`config.mk`:
```
export PLATFORM = sky130hd
export DESIGN_NAME = regfile_dbg_arbiter
export DESIGN_NICKNAME = d
export VERILOG_FILES = /design/src/rtl/regfile_dbg_arbiter.sv
export SDC_FILE = /design/constraint.sdc
export NUM_CORES = 1
export LEC_CHECK = 0
export BUFFER_PORTS_ARGS = -buffer_cell sky130_fd_sc_hd__buf_2
export CORE_ASPECT_RATIO = 0.7
export CORE_MARGIN = 1.5
export CORE_UTILIZATION = 44
export CTS_CLUSTER_SIZE = 24
export DETAILED_ROUTE_END_ITERATION = 7
export GPL_TIMING_DRIVEN = 0
export PLACE_DENSITY = 0.83
export SLEW_MARGIN = 10
export SYNTH_ARGS = -nofsm -noshare
export SYNTH_HDL_FRONTEND = slang
export SYNTH_SLANG_ARGS = --single-unit
```
`constraint.sdc`:
```
create_clock -name sys_clk_i -period 2.2 [get_ports sys_clk_i]
set_input_delay 0.33 -clock sys_clk_i [delete_from_list [all_inputs] [get_ports sys_clk_i]]
set_output_delay 0.33 -clock sys_clk_i [all_outputs]
set_load 0.01 [all_outputs]
```
`src/rtl/regfile_dbg_arbiter.sv`:
```
// Arbitrates the integer register file's write port and rs1 read port between
// the pipeline and a debug host; halts and drains the core before debug accesses.
module regfile_dbg_arbiter #(
    parameter int unsigned DRAIN_CYCLES = 3
) (
    input  logic        sys_clk_i,
    input  logic        rst_i,
    input  logic        dbg_req_i,
    input  logic        dbg_we_i,
    input  logic [4:0]  dbg_addr_i,
    input  logic [31:0] dbg_wdata_i,
    input  logic        dbg_hold_i,
    output logic        dbg_ack_o,
    output logic [31:0] dbg_rdata_o,
    output logic        halt_o,
    output logic        halted_o,
    input  logic [4:0]  id_rs1_raddr_i,
    output logic [4:0]  rf_rs1_raddr_o,
    input  logic [31:0] rf_rs1_rdata_i,
    input  logic        wb_wr_en_i,
    input  logic [4:0]  wb_waddr_i,
    input  logic [31:0] wb_wdata_i,
    output logic        rf_wr_en_o,
    output logic [4:0]  rf_waddr_o,
    output logic [31:0] rf_wdata_o
);

    typedef enum logic [2:0] {
        ST_RUN,
        ST_DRAIN,
        ST_ACCESS,
        ST_RESP,
        ST_HALTED
    } state_e;

    localparam logic [3:0] DRAIN_LOAD = 4'(DRAIN_CYCLES);

    state_e      state_q, state_d;
    logic [3:0]  drainCnt_q, drainCnt_d;
    logic        reqWe_q, reqWe_d;
    logic [4:0]  reqAddr_q, reqAddr_d;
    logic [31:0] reqWdata_q, reqWdata_d;
    logic [31:0] rdata_q, rdata_d;
    logic        accept;

    always_ff @(posedge sys_clk_i) begin
        if (rst_i) begin
            state_q    <= ST_RUN;
            drainCnt_q <= 4'd0;
            reqWe_q    <= 1'b0;
            reqAddr_q  <= 5'd0;
            reqWdata_q <= 32'd0;
            rdata_q    <= 32'd0;
        end else begin
            state_q    <= state_d;
            drainCnt_q <= drainCnt_d;
            reqWe_q    <= reqWe_d;
            reqAddr_q  <= reqAddr_d;
            reqWdata_q <= reqWdata_d;
            rdata_q    <= rdata_d;
        end
    end

    always_comb begin
        state_d    = state_q;
        drainCnt_d = drainCnt_q;
        reqWe_d    = reqWe_q;
        reqAddr_d  = reqAddr_q;
        reqWdata_d = reqWdata_q;
        rdata_d    = rdata_q;
        accept     = 1'b0;

        case (state_q)
            ST_RUN: begin
                if (dbg_req_i) begin
                    accept     = 1'b1;
                    drainCnt_d = DRAIN_LOAD;
                    state_d    = ST_DRAIN;
                end
            end
            ST_DRAIN: begin
                if (drainCnt_q <= 4'd1) begin
                    state_d = ST_ACCESS;
                end else begin
                    drainCnt_d = drainCnt_q - 4'd1;
                end
            end
            ST_ACCESS: begin
                // A writeback in flight owns the port; retry the debug access next cycle.
                if (!wb_wr_en_i) begin
                    state_d = ST_RESP;
                    if (!reqWe_q) begin
                        rdata_d = (reqAddr_q == 5'd0) ? 32'd0 : rf_rs1_rdata_i;
                    end
                end
            end
            ST_RESP: begin
                state_d = dbg_hold_i ? ST_HALTED : ST_RUN;
            end
            ST_HALTED: begin
                if (dbg_req_i) begin
                    accept  = 1'b1;
                    state_d = ST_ACCESS;
                end else if (!dbg_hold_i) begin
                    state_d = ST_RUN;
                end
            end
            default: state_d = ST_RUN;
        endcase

        if (accept) begin
            reqWe_d    = dbg_we_i;
            reqAddr_d  = dbg_addr_i;
            reqWdata_d = dbg_wdata_i;
        end
    end

    always_comb begin
        rf_wr_en_o     = wb_wr_en_i;
        rf_waddr_o     = wb_waddr_i;
        rf_wdata_o     = wb_wdata_i;
        rf_rs1_raddr_o = id_rs1_raddr_i;

        if (state_q == ST_ACCESS) begin
            if (!reqWe_q) begin
                rf_rs1_raddr_o = reqAddr_q;
            end else if (!wb_wr_en_i) begin
                // x0 is hardwired, so a debug write to it completes without touching the port.
                rf_wr_en_o = (reqAddr_q != 5'd0);
                rf_waddr_o = reqAddr_q;
                rf_wdata_o = reqWdata_q;
            end
        end
    end

    assign dbg_ack_o   = (state_q == ST_RESP);
    assign dbg_rdata_o = rdata_q;
    assign halt_o      = (state_q != ST_RUN);
    assign halted_o    = (state_q == ST_ACCESS) || (state_q == ST_RESP) || (state_q == ST_HALTED);

endmodule

```
==> results_dict.tcl <==
set metrics [dict create \
    outcome "finished with violations" \
    violations "setup timing" \
    relSlewSlack 0.658 \
    die_w_um 109 \
    slew_viol_final 0 \
    max_slew.worst_pin.slew_ns 0.514 \
    grt_overflow 0 \
    setup_viol 19 \
    setup_slack_ns -0.0162 \
    cellLeakagePower_uw 0.00242 \
    synthCells 412 \
    gp_congestion 0.825 \
    max_freq_ghz 0.451 \
    r2r_end "reqWdata_q[29]" \
    cts_inserted_buffers 9 \
    critical_path_class "register to output port" \
    clock-skew-final_ns 0.00980 \
    power_density_nw_per_um2 661 \
    antenna_found_initial 0 \
    post_synth_mux_area_share 0.137 \
    vias_per_cell 5.16 \
    worst-path-max-fanout 6 \
    ir_worst_vdd_mv 0.321 \
    gr-usage-all-layers 0.255 \
    synth_warnings 0 \
    crit_chain "nor3b_4 > nand2_2 > nor2_4 > buf_8 > buf_8 > mux2_4 > buf_6" \
    netlist_area_um2 3440 \
    drive_above_1_share 0.451 \
    fp.dieArea_um2 8370 \
    yosys.area_share.simple 0.222 \
    io_pins 195 \
    crit_arrival_ns 1.89 \
    clock-sinks 77 \
    hold_ws_ns 0.221 \
    htreeDepth 3 \
    period_share 1.01 \
    synth_top_family_by_area "simple AND/OR/NAND/NOR gates" \
    routedWlPerCell_um 14.9 \
    crit_path_end "rf_wdata_o[5]" \
    first_iter_violations 206 \
    grt_max_degree 16 \
    r2r-start "state_q[1]" \
    cp-start-kind "register" \
    first_pass_iters 4 \
    final_cells 734 \
    drc 0 \
    ys_ff_latch 77 \
    n_antenna_cell 0 \
    place_area_um2 4530 \
    r2r_cells 7 \
    wirelength_mm 11.0 \
    cts_tree "done" \
    num_vias 3786 \
    num-nets-final 750 \
    avgSynthCellArea_um2 8.35 \
    port_buffers 193 \
    cts-root-buf "clkbuf_8" \
    first_global_vias 3620 \
    ys_types 30 \
    synth-adder-area-share 0.00727 \
    synth-xor-area-share 0.00255 \
    worstSkewPairLatency_ns 0.34 \
    hold_viol_final 0 \
    synth-compound-area-share 0.127 \
    path_clk_slew_ns 0.08 \
    path_common_cell "buf_8" \
    fin_crit_ns 2.22 \
    slowest_delay_ns 0.37 \
    cp.required_ns 1.87 \
    dp_slack_ns -0.0849 \
    clk_path_buf_depth 2 \
    worst_setup_path_end_kind "output port" \
    core-area_um2 7450 \
    hold_class "input port to register" \
    crit_path_start "state_q[1]" \
    ant_nets 0 \
    postLayoutCellArea_um2 5300 \
    r2r_setup_slack_ns 0.33 \
    grt_pass1_wl_mm 16.9 \
    syn2layout_area_growth_pct 54.0 \
    synth-seq-area-share 0.448 \
    syn_nets 531 \
    place_inst 703 \
    slowest_stage "dfxtp_4" \
    die_y_um 77.0 \
    rows 26 \
    hpwl_mm 7.61 \
    drv_cap 0 \
    grt_setup_unrepaired "yes" \
    start_util 0.462 \
]
==> layout make-up <==
cell class / count / area, µm²
well taps: 98 / 123
repair buffers: 210 / 1380
fillers: 542 / 2150
flip-flops and latches: 77 / 1550
clock buffers: 9 / 124
multi-input cells: 299 / 1850
clock inverters: 7 / 81.3
plain buffers: 30 / 173
inverters: 4 / 15.0
==> worst max-delay path, delay by kind of cell (launching register included) <==
family | cells | cell delay (ns)
buf+inv | 3 | 0.42
flops | 1 | 0.37
mux | 1 | 0.31
simple gates | 3 | 0.42
==> worst min-delay path by stage <==
stage	startpoint	endpoint	slack (ns)	cells past startpoint
6_report	dbg_wdata_i[13]	reqWdata_q[13]	0.22	3
5_1_grt	dbg_wdata_i[22]	reqWdata_q[22]	0.21	3
4_1_cts	dbg_wdata_i[27]	reqWdata_q[27]	0.20	3
3_5_place_dp	dbg_rdata_o[13]	dbg_rdata_o[13]	0.44	2
3_3_place_gp	dbg_rdata_o[9]	dbg_rdata_o[9]	0.44	2
2_1_floorplan	reqWdata_q[0]	reqWdata_q[0]	0.43	2
==> sequential cells by signal (all words and copies together) (netlist names) <==
register     count
dbg_rdata_o     32
reqWdata_q      32
reqAddr_q        5
drainCnt_q       4
state_q          3
reqWe_q          1
==> layout by cell type (no fill, tap or decap), types with 3 or more instances in the layout <==
| cell | Yosys | routed |
|---|---|---|
| a21oi_1 | 73 | 73 |
| buf_1 | 3 | 3 |
| buf_2 | 4 | 159 |
| buf_4 | 2 | 10 |
| buf_6 | 6 | 46 |
| buf_8 | 0 | 4 |
| clkbuf_1 | 17 | 17 |
| clkbuf_8 | 0 | 9 |
| dfxtp_1 | 77 | 74 |
| inv_1 | 4 | 4 |
| inv_6 | 0 | 3 |
| mux2_2 | 26 | 5 |
| mux2_4 | 0 | 37 |
| nand2_1 | 113 | 112 |
| nand2b_1 | 4 | 4 |
| nand3_1 | 32 | 32 |
| nor2_1 | 7 | 7 |
| nor3_1 | 4 | 4 |
| or3_1 | 4 | 4 |
==> per-layer routing <==
layer,track usage,routed length [µm],vias up
li1,-,-,1836
met1,0.308,4530,1778
met2,0.442,5530,154
met3,0.0680,689,18
met4,0.0750,212,0
met5,0,0,-
==> what timing repair did <==
action,CTS,global route
resized for setup,87,9
cloned,3,0
pin swaps,3,2
hold endpoints to repair,0,0
setup endpoints to repair,42,37
buffers inserted,10,4
hold buffers,0,0
==> stage by stage <==
step / utilization / power (µW) / TNS (ns)
floorplan: - / 2010 / 0
global placement: 0.608 / 2270 / -0.763
detailed placement: 0.608 / 2300 / -1.98
CTS: 0.703 / 3490 / -1.47
global route: 0.711 / 3700 / -2.81
finish: 0.711 / 3500 / -0.172
==> kinds of logic after synthesis <==
group,after synthesis
xor+xnor,1
flops,77
compound gates,83
mux,42
fa+ha+maj,2
buf+inv,36
simple gates,171
==> power by group <==
group / total [µW] / switching [µW] / internal, µW
Sequential: 1560 / 71.8 / 1490
Clock: 1090 / 553 / 540
Combinational: 848 / 447 / 400
Total: 3500 / 1070 / 2430
==> cells in the mapped netlist (all sizes together) <==
cell type	instances	area, µm²
a31oi	2	12.5
buf	15	114
nand3	32	160
nor3b	4	40.0
dfxtp	77	1540
nand2	113	424
o311ai	1	8.76
o31ai	1	7.51
nand2b	4	25.0
mux2	42	473
clkbuf	17	63.8
nor2	8	37.5
a211oi	2	15.0
a21oi	73	365
inv	4	15.0
or3	4	25.0
ha	2	25.0
o21ai	2	10.0
nor4b	1	23.8
a311oi	1	8.76
xor2	1	8.76
and2b	1	7.51
a31o	1	8.76
nor3	4	20.0
(Power assumes the default switching activity.)
